--- src/rtl/cpu_pkg.sv ---
// Shared CPU definitions: shift opcodes and the shift sequencer state encoding.
package cpu_pkg;

   localparam logic [1:0] SH_SLL = 2'b00;
   localparam logic [1:0] SH_SRL = 2'b01;
   localparam logic [1:0] SH_SRA = 2'b10;
   localparam logic [1:0] SH_NOP = 2'b11;

   typedef enum logic [1:0] {
      IDLE  = 2'b00,
      SHIFT = 2'b01,
      DONE  = 2'b10
   } shift_state_t;

endpackage

--- src/rtl/shift_step.sv ---
// Combinational one-position shifter covering SLL, SRL and SRA; opcode 11 passes through.
module shift_step
   import cpu_pkg::*;
#(
   parameter int WIDTH = 32
) (
   input  logic [WIDTH-1:0] r,
   input  logic [1:0]       op,
   output logic [WIDTH-1:0] next_r
);

   always_comb begin
      next_r = r;
      case (op)
         SH_SLL:  next_r = {r[WIDTH-2:0], 1'b0};
         SH_SRL:  next_r = {1'b0, r[WIDTH-1:1]};
         SH_SRA:  next_r = {r[WIDTH-1], r[WIDTH-1:1]};
         default: next_r = r;
      endcase
   end

endmodule

--- src/rtl/shift_sequencer.sv ---
// Multi-cycle shifter: one bit position per clock, shamt times, with a start/done handshake.
module shift_sequencer
   import cpu_pkg::*;
#(
   parameter int WIDTH = 32,
   parameter int SHW   = 5
) (
   input  logic             clk,
   input  logic             rst,
   input  logic             start,
   input  logic [1:0]       op,
   input  logic [WIDTH-1:0] num,
   input  logic [SHW-1:0]   shamt,
   output logic             busy,
   output logic             done,
   output logic [WIDTH-1:0] result
);

   shift_state_t     state;
   shift_state_t     state_next;
   logic [SHW-1:0]   count;
   logic [WIDTH-1:0] work;
   logic [WIDTH-1:0] work_step;
   logic [1:0]       op_held;
   logic             accept;

   shift_step #(.WIDTH(WIDTH)) u_step (
      .r      (work),
      .op     (op_held),
      .next_r (work_step)
   );

   // Requests landing while a shift is in flight are dropped, not queued.
   assign accept = start && (state != SHIFT);

   always_ff @(posedge clk or posedge rst) begin
      if (rst) begin
         state   <= IDLE;
         count   <= '0;
         work    <= '0;
         op_held <= SH_SLL;
      end else begin
         state <= state_next;
         if (accept) begin
            work    <= num;
            count   <= shamt;
            op_held <= op;
         end else if (state == SHIFT) begin
            work  <= work_step;
            count <= count - SHW'(1);
         end
      end
   end

   always_comb begin
      state_next = state;
      case (state)
         IDLE, DONE: begin
            if (start)
               state_next = (shamt != '0) ? SHIFT : DONE;
            else
               state_next = IDLE;
         end
         SHIFT: begin
            if (count == SHW'(1))
               state_next = DONE;
         end
         default: state_next = IDLE;
      endcase
   end

   assign busy   = (state == SHIFT);
   assign done   = (state == DONE);
   assign result = work;

endmodule
--- config.mk ---
export PLATFORM = sky130hd
export DESIGN_NAME = shift_sequencer
export DESIGN_NICKNAME = d
export VERILOG_FILES = /design/src/rtl/cpu_pkg.sv /design/src/rtl/shift_step.sv /design/src/rtl/shift_sequencer.sv
export SDC_FILE = /design/constraint.sdc
export NUM_CORES = 1
export LEC_CHECK = 0
export ABC_CLOCK_PERIOD_IN_PS = 2600
export BUFFER_PORTS_ARGS = -buffer_cell sky130_fd_sc_hd__buf_2
export CELL_PAD_IN_SITES_DETAIL_PLACEMENT = 1
export CELL_PAD_IN_SITES_GLOBAL_PLACEMENT = 1
export CORE_ASPECT_RATIO = 0.6
export CORE_MARGIN = 1.5
export CORE_UTILIZATION = 35
export CTS_CLUSTER_SIZE = 16
export DETAILED_ROUTE_END_ITERATION = 8
export PLACE_DENSITY = 0.76
export REMOVE_ABC_BUFFERS = 1
export SLEW_MARGIN = 20
export SYNTH_ARGS = -nofsm -noshare
export SYNTH_HDL_FRONTEND = slang
export SYNTH_SLANG_ARGS = --single-unit
export TNS_END_PERCENT = 30
--- constraint.sdc ---
create_clock -name clk -period 2.6 [get_ports clk]
set_input_delay 0.26 -clock clk [delete_from_list [all_inputs] [get_ports clk]]
set_output_delay 0.26 -clock clk [all_outputs]
set_load 0.01 [all_outputs]
==> key figures <==
Placed design
  • Placed cell count: about 390
  • Detail Placement HPWL: 4.88 mm
  • PortBufs: 75
  • Routability Congestion: 0.791

Yosys
  • Async SR Flop Fraction: 100%
  • Post-Syn Area per Cell: 9.10 µm²
  • Mapped Cells: 250
  • Yosys cell types: 35
  • Fraction of the yosys area taken by sequential cells: 45.1%
  • Number of enable flip-flop cells after synthesis: 0
  • Synthesized cell area: approximately 0.0023 mm²
  • Ys flop type: dfrtp_1
  • YS warnings: 0
  • Post-synthesis register bit count: roughly 40

CTS
  • CTS tree: done
  • Latest clock arrival within the worst-skew pair: 0.29 ns
  • # Post-CTS Setup Buffers: 0
  • Post-cts resize count: 0
  • H-tree depth: 2
  • CTS Sinks: 41
  • CTS clk-pin slew, worst paths: 0.08 ns
  • # hold bufs at CTS: 0
  • Clock buffer depth: 2
  • Num CTS Buffers: 5
  • Clock Tree Root: clkbuf_8

Worst setup path
  • Crit-path max FO: 20
  • Setup crit start kind: flop
  • Worst Setup End Kind: flop
  • Critical path's top delay family: buffers and inverters
  • Critical path class: flop to flop
  • Crit path launch: op_held[1]
  • R2r setup slk: 0.68 ns
  • Worst path required time: 2.83 ns
  • Crit path DAT: 2.15 ns
  • Crit path to: result[15]
  • Path length in cells of the critical path: 7
  • Crit path largest cell delay: roughly 0.40 ns
  • Crit Reg-Reg Endpoint: result[15]
  • Buf+Inv Stages, Crit Path: 2
  • CP max-delay cell: dfrtp_1
  • Worst R2R Start: op_held[1]
  • Crit-path cells: inv_1, ha_1, nor3_2, nor2_2, buf_4, a21boi_1, a221o_1
  • Reg2reg path depth: 7

Run
  • Max-cap violations: 0

STA
  • Period utilization: 73.7%
  • Fin crit period: 1.92 ns
  • Clock skew: 0.00881 ns
  • Fin. Hold Viols: 0
  • Final setup fails: 0
  • Max Fclk: 522 MHz
  • Pins over their slew limit: 0
  • Unrepaired setup endpoints after global routing: false
  • Setup TNS: 0 ns
  • Rel. slew slack: 40.8%
  • Tightest Pin Transition: 0.887 ns

Final layout
  • Fin nets: 365
  • Layout cell share with drive strength beyond 1: 29.2%
  • Commonest non-fill, non-tap cells in the layout: buf_2 (75), nand2_1 (41), dfrtp_1 (41)
  • Antenna diode count: 0
  • Layout area overhead: 20.8%
  • Commonest non-fill, non-tap cell in the layout: buf_2
  • Fin cells: 402

Drt
  • WL final: 6.79 mm
  • Wire per inst: between 15 and 20 µm
  • DR vias/cell: 5.54
  • 1st-iter DRT viols: 111
  • Via count: 2,226
  • Pre-antenna DRT Iters: 4
  • DRC: 0
  • Number of routed nets with antenna violations: 0

GRT
  • GRT Overall Usage: 21.0%
  • Maximum number of pins on one net before global-route repair: 42
  • First-pass GRT wire length: 11.5 mm
  • GRT overflow: 0
  • Initial antenna violation count: 0
  • Vias in the first global route: 2,245

Pwr
  • Sequential Power Share: between 30% and 40%
  • Sw frac: 48.9%
  • Cell Pwr Density: 1260 mW/mm²
  • Net Switching: 0.00170 W
  • Pleak: 1.29 nW
  • Internal Pwr Total: 0.00178 W
  • Clock Power Share: 11.7%
  • Logic pwr share: a little under three fifths
  • Maximum vdd drop: 0.000504 V

Die
  • Boundary Pins: 76
  • Die Span X: 107 µm
  • Die H: 65.4 µm
  • Row Count: 22
  • Core ar.: 0.00619 mm²
  • Die ar.: 0.00701 mm²
  • Starting Density: 36.7%

Status
  • Status: finished clean

Min path
  • Hold WC Path Type: primary input to asynchronous set/reset pin
[cell families after synthesis]
family / count (synthesis) / synth area share [%]
AND/OR/NAND/NOR: 58 / 12.2
adder cells (fa/ha/maj): 6 / 3.30
buffers and inverters: 30 / 7.54
flip-flops: 41 / 45.1
multiplexers: 1 / 0.660
AO/OA/AOI/OAI: 114 / 31.2
[stage by stage]
step                instance area, µm²  hold WS, ns  utilization [%]  power, W  setup slack (ns)
floorplan                         2150        0.377                -   0.00239             0.470
global placement                  2670        0.497             43.1   0.00300             0.770
detailed placement                2670        0.512             43.1   0.00309             0.687
CTS                               2750        0.185             44.4   0.00350             0.682
global route                      2750        0.204             44.4   0.00381             0.470
finish                            2750        0.152             44.4   0.00347             0.684
[cell type report]
type | instances | area, µm²
tap | 84 | 105
multi-input combinational | 179 | 1080
sequential | 41 | 1030
clock buffer | 8 | 80.1
fill | 775 | 3440
timing repair buffer | 78 | 410
inverter | 12 | 47.5
[synth_stat cells (2+ instances only)]
cell type / count / area, µm²
buf_6: 6 / 67.6
nor2_1: 3 / 11.3
nand2_1: 41 / 154
a21oi_1: 35 / 175
ha_1: 6 / 75.1
dfrtp_1: 41 / 1030
inv_1: 10 / 37.5
buf_2: 6 / 30.0
o211ai_1: 2 / 15.0
a211oi_1: 2 / 15.0
nand3_1: 3 / 15.0
a221oi_1: 28 / 245
o21ai_0: 12 / 60.1
nor3_1: 3 / 15.0
o21ai_1: 28 / 140
clkbuf_1: 5 / 18.8
[worst reg2reg max path, cell delays in order (launching register included)]
cell      delay, ns
dfrtp_1        0.40
inv_1          0.10
ha_1           0.27
nor3_2         0.08
nor2_2         0.36
buf_4          0.34
a21boi_1       0.20
a221o_1        0.12
[power groups by stage]
| stage | logic [W] | clock network (W) | registers (W) |
|---|---|---|---|
| global route | 0.00224 | 0.000450 | 0.00113 |
| detailed placement | 0.00199 | 0 | 0.00110 |
| global placement | 0.00191 | 0 | 0.00110 |
| finish | 0.00198 | 0.000405 | 0.00109 |
| CTS | 0.00199 | 0.000415 | 0.00109 |
| floorplan | 0.00128 | 0 | 0.00112 |
[worst min-delay path by stage]
stage                        from          to  slack, ns  depth (start not counted)
after floorplan             op[0]  op_held[0]       0.38                          2
after global placement        rst   result[2]       0.50                          2
after detailed placement      rst   result[3]       0.51                          2
after CTS                     rst   result[8]       0.19                          2
after global routing      num[15]  result[15]       0.20                          2
final                         rst   result[3]       0.15                          2
[sequential cells by signal (all words and copies together), names as in the netlist]
register,count
op_held,2
result,32
state,2
count,5
[metal layers]
layer  global-route usage [%]  up-vias  part of all wire [%]
met2                     30.2       63                    42
met4                     3.33        0                  0.53
li1                         -     1058                     -
met5                        0        -                     0
met3                     5.06        4                   5.7
met1                     32.1     1101                    51
(Power assumes the default switching activity.)
